===== src/rtl/fifo_wr_arbiter.sv =====
// Round-robin burst arbiter feeding one synchronous FIFO write port.
// Optional stall statistics: define FIFO_ARB_STALL_STATS_EN.
module fifo_wr_arbiter #(
  parameter int NREQ  = 4,
  parameter int WIDTH = 8,
  parameter int BURST = 4
) (
  input  logic                  clk,
  input  logic                  rstn,
  input  logic [NREQ-1:0]       req,
  input  logic [NREQ*WIDTH-1:0] wdata_in,
  output logic [NREQ-1:0]       gnt,
  input  logic                  fifo_full,
  output logic                  fifo_wen,
  output logic [WIDTH-1:0]      fifo_wdata,
  output logic [15:0]           stall_cnt
);

  localparam int IW = (NREQ > 1) ? $clog2(NREQ) : 1;
  localparam int CW = $clog2(BURST) + 1;
  localparam logic [CW-1:0] BMAX = CW'(BURST);
  localparam logic [IW-1:0] LAST_RST = IW'(NREQ - 1);

  typedef enum logic {
    IDLE,
    GRANT
  } state_t;

  state_t          state;
  state_t          state_nx;
  logic [NREQ-1:0] gnt_nx;
  logic [IW-1:0]   owner;
  logic [IW-1:0]   owner_nx;
  logic [IW-1:0]   last;
  logic [IW-1:0]   last_nx;
  logic [CW-1:0]   beats;
  logic [CW-1:0]   beats_nx;
  logic [IW-1:0]   pick;
  logic            pick_vld;
  logic            own_req;
  logic            xfer;
  logic            done;
  int              j;
  logic [IW-1:0]   jj;

  // Round-robin search upward from the slot after the last owner.
  always_comb begin
    pick     = '0;
    pick_vld = 1'b0;
    j        = 0;
    jj       = '0;
    for (int i = 1; i <= NREQ; i++) begin
      j  = (int'(last) + i) % NREQ;
      jj = IW'(j);
      if (!pick_vld && req[jj]) begin
        pick     = jj;
        pick_vld = 1'b1;
      end
    end
  end

  // Transfer / burst-end qualifiers for the current owner.
  always_comb begin
    own_req = req[owner];
    xfer    = rstn && (state == GRANT)
              && own_req && !fifo_full;
    done    = (state == GRANT)
              && (!own_req
                  || (xfer && ((beats + CW'(1)) == BMAX)));
  end

  assign fifo_wen = xfer;

  // Owner data slice is only visible while granted.
  always_comb begin
    fifo_wdata = '0;
    if (state == GRANT) begin
      fifo_wdata = wdata_in[owner*WIDTH +: WIDTH];
    end
  end

  // Next-state logic for the two-state grant FSM.
  always_comb begin
    state_nx = state;
    gnt_nx   = gnt;
    owner_nx = owner;
    last_nx  = last;
    beats_nx = beats;
    unique case (state)
      IDLE: begin
        if (pick_vld) begin
          state_nx = GRANT;
          owner_nx = pick;
          gnt_nx   = '0;
          gnt_nx[pick] = 1'b1;
          beats_nx = '0;
        end
      end
      GRANT: begin
        if (xfer) begin
          beats_nx = beats + CW'(1);
        end
        if (done) begin
          state_nx = IDLE;
          gnt_nx   = '0;
          last_nx  = owner;
        end
      end
      default: begin
        state_nx = IDLE;
        gnt_nx   = '0;
      end
    endcase
  end

  // FSM and grant bookkeeping registers.
  always_ff @(posedge clk or negedge rstn) begin
    if (!rstn) begin
      state <= IDLE;
      gnt   <= '0;
      owner <= '0;
      last  <= LAST_RST;
      beats <= '0;
    end else begin
      state <= state_nx;
      gnt   <= gnt_nx;
      owner <= owner_nx;
      last  <= last_nx;
      beats <= beats_nx;
    end
  end

`ifdef FIFO_ARB_STALL_STATS_EN
  logic        stall;
  logic [15:0] stall_q;

  assign stall = (state == GRANT)
                 && own_req && fifo_full;

  // Saturating count of owner cycles blocked by a full FIFO.
  always_ff @(posedge clk or negedge rstn) begin
    if (!rstn) begin
      stall_q <= '0;
    end else if (stall && (stall_q != 16'hFFFF)) begin
      stall_q <= stall_q + 16'd1;
    end
  end

  assign stall_cnt = stall_q;
`else
  assign stall_cnt = '0;
`endif

endmodule

===== config.mk =====
export PLATFORM = sky130hd
export DESIGN_NAME = fifo_wr_arbiter
export DESIGN_NICKNAME = d
export VERILOG_FILES = /design/src/rtl/fifo_wr_arbiter.sv
export SDC_FILE = /design/constraint.sdc
export NUM_CORES = 1
export LEC_CHECK = 0
export CORE_ASPECT_RATIO = 0.8
export CORE_MARGIN = 1.5
export CORE_UTILIZATION = 39
export CTS_BUF_LIST = sky130_fd_sc_hd__clkbuf_4 sky130_fd_sc_hd__clkbuf_8
export DETAILED_ROUTE_END_ITERATION = 7
export GPL_ROUTABILITY_DRIVEN = 0
export PLACE_DENSITY = 0.88
export SYNTH_ARGS = -nofsm -noshare
export SYNTH_HDL_FRONTEND = slang
export SYNTH_SLANG_ARGS = --single-unit

===== constraint.sdc =====
create_clock -name clk -period 2.31 [get_ports clk]
set_input_delay 0.3465 -clock clk [delete_from_list [all_inputs] [get_ports clk]]
set_output_delay 0.3465 -clock clk [all_outputs]
set_load 0.005 [all_outputs]

==> results of run 1 <==
==> final cells by class <==
| cell class | instances | share of cell area, % |
|---|---|---|
| clock buffers | 4 | 2.24 |
| multi-input cells | 71 | 35.9 |
| flip-flops and latches | 12 | 18.8 |
| repair buffers | 65 | 38.9 |
| inverters | 6 | 1.39 |
| well taps | 36 | 2.78 |
==> worst max-delay path, delay by kind of cell (launching register included) <==
kind / cells / cell delay (ps)
simple gates: 1 / 120
mux: 1 / 500
flops: 1 / 400
buf+inv: 3 / 610
==> flip-flops by register name, summed over array words and instances, names as in the netlist <==
name / count
owner: 2
last: 2
gnt: 4
state: 1
beats: 3
==> report_power, final <==
part / total, mW / internal (mW) / switching, mW
clock: 0.165 / 0.0956 / 0.0695
combinational: 0.941 / 0.625 / 0.317
sequential: 0.419 / 0.306 / 0.113
==> what timing repair did <==
| action | 4_1_cts | 5_1_grt |
|---|---|---|
| setup endpoints to repair | 8 | 8 |
| resized for setup | 2 | 6 |
| buffers inserted | 1 | 4 |
| pin swaps | 0 | 0 |
| endpoints found under the hold margin | 0 | 0 |
==> layer usage <==
layer	vias up	track usage, %
met3	2	3.51
met2	36	30.8
met4	0	4.09
met5	-	0
li1	447	-
met1	422	19.2
==> cells in the final DEF, fill, tap and decap left out, types with 2 or more instances in the layout <==
cell type	instances
dfrtp_1	9
clkdlybuf4s50_1	45
ha_1	2
o22ai_1	2
nand3_1	3
a32o_1	2
mux2_2	3
buf_4	13
a21oi_1	3
nand2_1	3
o21ai_0	4
conb_1	16
clkbuf_4	3
dfstp_2	2
mux4_2	9
a21o_1	2
inv_1	6
nor2_1	2
dlymetal6s2s_1	5
nand2b_1	2
and2_1	8
o32ai_1	2
==> worst max path at each step <==
stage / end / startpoint
floorplan: fifo_wdata[0] / owner[0]$_DFFE_PN0P_
CTS: fifo_wdata[3] / owner[0]$_DFFE_PN0P_
detailed placement: fifo_wen / req[3]
global placement: fifo_wen / req[3]
global route: fifo_wen / owner[0]$_DFFE_PN0P_
finish: fifo_wen / owner[0]$_DFFE_PN0P_
==> per-stage QoR <==
step / TNS, ps / std cells
after floorplan: 0 / 109
after global placement: 0 / 185
after detailed placement: 0 / 185
after CTS: 0 / 190
after global routing: -53.0 / 194
final: 0 / 194
==> cells by family after synthesis <==
kind of cell	share of synthesized area [%]
buffers and inverters	16.2
AND/OR/NAND/NOR	13.3
AO/OA/AOI/OAI	12.9
multiplexers	24.0
flip-flops	30.7
adder cells (fa/ha/maj)	2.53
other	0.380
==> flow_summary.json, run 1 <==
{
  "outcome": "completed",
  "hold_buffers": 0,
  "crit_fanout": 4,
  "register_area_sq_um": 304,
  "pre_cts_slack_ps": 80.8,
  "yosysUniqueCellTypes": 29,
  "cts_buffers": 3,
  "port_buffers": 51,
  "synth_commonest_cells": "buf_4, dfrtp_1, mux4_2",
  "wl_met3_um": 190,
  "r2r_end": "gnt[3]$_DFFE_PN0P_",
  "clock_sinks": 12,
  "grt_pass1_wl_um": 3420,
  "antenna_found_initial": 0,
  "fin_skew_ps": 0.647,
  "drc": 0,
  "nets": 200,
  "critPathRequiredTime_ps": 1960,
  "postRouteAntennaNets": 0,
  "syn-cell-area_sq_um": 987,
  "peakVddDrop_v": 0.000593,
  "highest_layer": "met4",
  "period_minus_slack_ps": 2260,
  "yosysTopAreaCell": "dfrtp_1",
  "rsz0062_at_grt": "yes",
  "path_class": "flop to output pin",
  "antenna_cells": 0,
  "whs_ps": 443,
  "clockRootBuffer": "clkbuf_4",
  "cts_tree": "built",
  "slowest_delay_ps": 500,
  "netlist_instances": 94,
  "place_hpwl_um": 1920,
  "grt_pass1_vias": 815,
  "ys_ff_latch": 12,
  "yosysWarnings": 0,
  "io_pins": 68,
  "coreArea_sq_mm": 0.00242,
  "fin_ws_ps": 47.1,
  "cp.arrival_ps": 1920,
  "hold_violations": 0,
  "r2r-start": "owner[0]$_DFFE_PN0P_",
  "synth_most_common_cell": "buf_4",
  "syn2layout_area_growth_pct": 64.0,
  "synth_edf_count": 0,
  "wl_um": 2410,
  "utilization_pct": 66.8,
  "placed_area_sq_mm": 0.00153,
  "met2_length_um": 1250,
  "via_count": 907,
  "drt-met1-wl_um": 961,
  "wire_per_inst_um": 12.4,
  "overflow": 0,
  "synth_top_area_share_pct": 25.3,
  "dieArea_sq_mm": 0.00284,
  "worstRegToRegCells": 6,
  "clk_latency_ps": 260,
  "syn_area_per_cell_sq_um": 10.5,
  "path_cells": "buf_4, mux4_2, nand4b_1, inv_1, clkdlybuf4s50_1",
  "slowest_stage": "mux4_2",
  "endpoint_kind": "output pin",
  "drt-initial-drc-count": 18,
  "start_kind": "flop",
  "synthArstFlopShare_pct": 100,
  "cts.path.max_buffers": 2,
  "grt_max_degree": 14,
  "avgViaCountPerCell": 4.68,
  "cts_htree_levels": 1,
  "fin_crit_sh_pct": 98.0,
  "hold_path.class": "primary input to async pin",
  "initial_core_util_pct": 40.8,
  "fillCellCount": 197,
  "fin_area_sq_mm": 0.00162,
  "ys_top_cells_by_area": "dfrtp_1, mux4_2, buf_4, dfstp_2, and2_1",
  "synth_ff_type": "dfrtp_1",
  "power_leakage_nw": 0.754,
  "clock.fmax_ghz": 0.442,
  "clk_pin_slew_ps": 80,
  "slew-limit-headroom_pct": 61.6,
  "die_y_um": 48,
  "tightest_slew_ps": 571,
  "die_w_um": 59.3,
  "power_mw": 1.53,
  "multi_input_comb_area_sq_um": 581,
  "reg2reg_slack_ps": 470,
  "yosysSeqAreaShare_pct": 30.7,
  "drive_gt1_share_pct": 22.2,
  "drt-pass1-iter-count": 4,
  "num_rows": 16,
  "grt_usage_pct": 16.3,
  "maxCapViolCount": 0,
  "finalMaxSlewViolations": 0,
  "setup_viol": 0,
  "power.density_mw_per_mm2": 942
}
Note: power is estimated with default switching activity, not from simulation.
==> run 2: changes to the inputs <==
Settings changed: CORE_UTILIZATION 39 to 36, PLACE_DENSITY 0.88 to 0.82.
Clock period 2.31 ns to 2.5 ns, I/O delays scaled along.
==> run 2 against run 1 <==
  * Clock power shrank 4%
  * Global-route usage increased by 1.4 points
  * Via count decreased by 1.3%
  * Critical path depth decreased by 1
  * Critical endpoint unchanged
  * Largest cell class is now multi-input gates
==> flow_summary.json, run 2 (synthesis gave the netlist of run 1 again) <==
{
  "layoutNonFillerInstCount": 182,
  "largest_reg_flops": 4,
  "setup_tns_ps": 0,
  "hold_path.class": "primary input to async pin",
  "slowest_delay_ps": 570,
  "cts_buffers": 3,
  "cell_internal_pwr_mw": 0.884,
  "clockRootBuffer": "clkbuf_4",
  "cts_setup_buffers": 0,
  "power_mw": 1.33,
  "syn2layout_area_growth_pct": 53.6,
  "initial_core_util_pct": 39.1,
  "whs_ps": 424,
  "switching_share_pct": 33.7,
  "slowest_stage": "mux4_2",
  "r2r_end": "last[0]$_DFFE_PN1P_",
  "via_count": 895,
  "die_w_um": 61.5,
  "period_minus_slack_ps": 2400,
  "slew-limit-headroom_pct": 60.0,
  "drt-pass1-iter-count": 4,
  "switchingPower_mw": 0.450,
  "outcome": "completed",
  "final_cell_mix": "clkdlybuf4s50_1, conb_1, mux4_2, dfrtp_1, and2_1",
  "dpl.cell_count": 178,
  "die_y_um": 49.8,
  "cts_tree": "built",
  "fin_area_sq_mm": 0.00152,
  "tightest_slew_ps": 595,
  "fin_ws_ps": 104,
  "regMostFlops": "gnt",
  "cp-startpoint": "owner[0]$_DFFE_PN0P_",
  "coreArea_sq_mm": 0.00252,
  "grt_usage_pct": 17.7,
  "comb_power_share_pct": 56.4,
  "endpoint_kind": "output pin",
  "power.density_mw_per_mm2": 879,
  "drc": 0,
  "clockPowerShare_pct": 11.8,
  "wire_per_inst_um": 13.1,
  "clk_pin_slew_ps": 80,
  "overflow": 0,
  "antenna_found_initial": 0,
  "drt-initial-drc-count": 32,
  "clk_latency_ps": 280,
  "clock_sinks": 12,
  "setup_viol": 0,
  "io_pins": 68,
  "fin_skew_ps": 4.50,
  "pre_cts_slack_ps": 111,
  "finalMaxSlewViolations": 0,
  "antenna_cells": 0,
  "cts_htree_levels": 1,
  "rsz0062_at_grt": "no",
  "crit_fanout": 11,
  "r2r-start": "owner[0]$_DFFE_PN0P_",
  "final_common_cell": "clkdlybuf4s50_1",
  "path_cells": "mux4_2, nand4b_1, inv_1, clkdlybuf4s50_1",
  "hold_violations": 0,
  "p_seq_share_pct": 31.7,
  "cts.path.max_buffers": 2,
  "wl_um": 2380,
  "maxCapViolCount": 0,
  "grt_pass1_vias": 894,
  "grt_max_degree": 14,
  "largestRegisters": "gnt: 4 flops, beats: 3 flops",
  "num_rows": 16,
  "place_hpwl_um": 1980,
  "endpoint": "fifo_wen",
  "port_buffers": 51,
  "placed_area_sq_mm": 0.00148,
  "reg2reg_slack_ps": 650,
  "clock.fmax_ghz": 0.417,
  "cp.arrival_ps": 2020,
  "peakVddDrop_v": 0.000692,
  "power_leakage_nw": 0.630,
  "dieArea_sq_mm": 0.00307,
  "avgViaCountPerCell": 4.92,
  "path_class": "flop to output pin",
  "worstRegToRegCells": 3,
  "fin_crit_sh_pct": 95.8,
  "grt_pass1_wl_um": 4040,
  "critPathRequiredTime_ps": 2120,
  "start_kind": "flop",
  "drive_gt1_share_pct": 15.8,
  "utilization_pct": 60.1,
  "nets": 188,
  "postRouteAntennaNets": 0
}
run 2: per-layer routing:
layer	global-route usage, %	up-vias	routed length (um)
met3	4.99	4	138
met5	0	-	0
met1	21.4	438	991
met4	5.67	0	28
li1	-	416	-
met2	29.8	37	1230
run 2: cell type report:
cell class / instances / area (sq um)
fill: 218 / 1010
tap: 36 / 45.0
multi-input combinational: 71 / 581
sequential: 12 / 307
clock buffer: 4 / 36.3
inverter: 6 / 22.5
timing repair buffer: 53 / 526
run 2: critical path: cells and delay by family (launching register included):
family / cells / cell delay (ps)
simple gates: 1 / 140
flops: 1 / 550
mux: 1 / 570
buf+inv: 2 / 480
run 2: worst min path at each step:
stage                                end  slack [ps]
detailed placement  beats[0]$_DFFE_PN0P_         490
global placement    beats[2]$_DFFE_PN0P_         480
global route        beats[1]$_DFFE_PN0P_         430
floorplan           beats[0]$_DFFE_PN0P_          80
CTS                 beats[2]$_DFFE_PN0P_         420
finish              beats[2]$_DFFE_PN0P_         420
run 2: what timing repair did:
action / CTS / global route
hold buffers: 0 / 0
endpoints found under the setup margin: 9 / 1
resized for setup: 1 / 1
run 2: power groups by stage:
| stage | Clock [mW] | Sequential [mW] | Combinational [mW] |
|---|---|---|---|
| 2_1_floorplan | 0 | 0.331 | 0.520 |
| 3_3_place_gp | 0 | 0.423 | 0.735 |
| 3_5_place_dp | 0 | 0.427 | 0.753 |
| 4_1_cts | 0.164 | 0.425 | 0.755 |
| 5_1_grt | 0.171 | 0.449 | 0.822 |
| 6_report | 0.158 | 0.423 | 0.753 |
==> run 3: changes to the inputs <==
Settings changed: CORE_MARGIN 1.5 to 2.
==> run 3 against run 2 <==
  * Die area up 3.7%
  * Setup slack worse by 12 ps
  * Clock power is 4% higher
  * Combinational power up 15%
  * Largest power group unchanged
==> flow_summary.json, run 3 (synthesis gave the netlist of run 1 again) <==
{
  "outcome": "completed",
  "hold_buffers": 0,
  "grt_usage_pct": 18.8,
  "place_hpwl_um": 2270,
  "clock.fmax_ghz": 0.415,
  "start_kind": "flop",
  "nets": 197,
  "io_pins": 68,
  "register_area_sq_um": 303,
  "final_cell_mix": "clkdlybuf4s50_1, conb_1, dfrtp_1, buf_4, mux4_2",
  "drt-pass1-iter-count": 4,
  "fin_crit_sh_pct": 96.3,
  "cp.arrival_ps": 2030,
  "period_minus_slack_ps": 2410,
  "avgViaCountPerCell": 4.92,
  "setup_tns_ps": 0,
  "overflow": 0,
  "path_class": "flop to output pin",
  "slew-limit-headroom_pct": 64.9,
  "crit_fanout": 5,
  "drive_gt1_share_pct": 20.0,
  "setup_viol": 0,
  "fin_skew_ps": 5.40,
  "via_count": 940,
  "dieArea_sq_mm": 0.00318,
  "grt_max_degree": 14,
  "drt-initial-drc-count": 19,
  "cts_tree": "built",
  "critPathRequiredTime_ps": 2120,
  "syn2layout_area_growth_pct": 60.5,
  "postRouteAntennaNets": 0,
  "fin_ws_ps": 92.1,
  "dpl.cell_count": 183,
  "tightest_slew_ps": 521,
  "rsz0062_at_grt": "no",
  "multi_input_comb_area_sq_um": 581,
  "pre_cts_slack_ps": 56.9,
  "clockRootBuffer": "clkbuf_4",
  "maxCapViolCount": 0,
  "initial_core_util_pct": 39.1,
  "cts_htree_levels": 1,
  "die_w_um": 62.5,
  "power.density_mw_per_mm2": 894,
  "cts.path.max_buffers": 2,
  "power_leakage_nw": 0.675,
  "wire_per_inst_um": 14.7,
  "fillCellCount": 216,
  "antenna_found_initial": 0,
  "clock_sinks": 12,
  "antenna_cells": 0,
  "layoutNonFillerInstCount": 191,
  "grt_pass1_vias": 990,
  "worstRegToRegCells": 5,
  "regMostFlops": "gnt",
  "hold_path.class": "primary input to async pin",
  "largest_reg_flops": 4,
  "largestRegisters": "gnt: 4 flops, beats: 3 flops",
  "die_y_um": 50.8,
  "reg2reg_slack_ps": 530,
  "clk_pin_slew_ps": 80,
  "coreArea_sq_mm": 0.00252,
  "final_common_cell": "clkdlybuf4s50_1",
  "drc": 0,
  "peakVddDrop_v": 0.000414,
  "num_rows": 16,
  "r2r_end": "last[1]$_DFFE_PN1P_",
  "hold_violations": 0,
  "cts_buffers": 3,
  "utilization_pct": 62.8,
  "grt_pass1_wl_um": 4620,
  "r2r-start": "owner[0]$_DFFE_PN0P_",
  "port_buffers": 51,
  "finalMaxSlewViolations": 0,
  "clk_latency_ps": 290,
  "endpoint_kind": "output pin",
  "wl_um": 2810
}
## run 3: changes by cell type in the layout (fill, tap and decap cells not counted), sizes merged
cell,before,now
buf,2,11
## run 3: cell type report
class / instances / share of cell area (%)
sequential: 12 / 19.1
timing repair buffer: 62 / 37.7
multi-input combinational: 71 / 36.7
inverter: 6 / 1.42
tap: 36 / 2.84
clock buffer: 4 / 2.29
## run 3: through the flow
step           power (mW)  area [sq um]  hold WS [ps]
2_1_floorplan       0.851          1040          79.4
3_3_place_gp         1.19          1510           481
3_5_place_dp         1.22          1510           484
4_1_cts              1.38          1560           440
5_1_grt              1.51          1580           449
6_report             1.42          1580           440
## run 3: worst max path at each step
stage               depth (start not counted)             to                  from
detailed placement                          5       fifo_wen                req[2]
global placement                            5       fifo_wen                req[2]
CTS                                         5       fifo_wen  owner[0]$_DFFE_PN0P_
global route                                5       fifo_wen  owner[0]$_DFFE_PN0P_
floorplan                                   3  fifo_wdata[0]  owner[0]$_DFFE_PN0P_
finish                                      5       fifo_wen  owner[0]$_DFFE_PN0P_
## run 3: report_power, final
| part | leakage (nW) | switching (mW) | internal, mW |
|---|---|---|---|
| combinational | 0.503 | 0.300 | 0.564 |
| sequential | 0.151 | 0.106 | 0.281 |
| clock | 0.0210 | 0.0759 | 0.0889 |
| total | 0.675 | 0.482 | 0.934 |
## run 3: worst max-delay path: stages (launching register included)
cell,delay [ps]
dfrtp_1,410
buf_6,160
mux4_2,520
nand4b_1,140
inv_1,60
clkdlybuf4s50_1,450
## run 3: per-layer routing
metal  vias to the layer above  routed length, um  track usage (%)
met5                         -                  0                0
met4                         0                 29             6.67
met3                         4                164             5.07
met2                        34               1610             36.4
met1                       466               1000             19.9
li1                        436                  -                -
## run 3: what timing repair did
| item | 4_1_cts | 5_1_grt |
|---|---|---|
| endpoints found under the setup margin | 1 | 1 |
| buffers inserted | 1 | 3 |
| gates resized for setup | 0 | 1 |
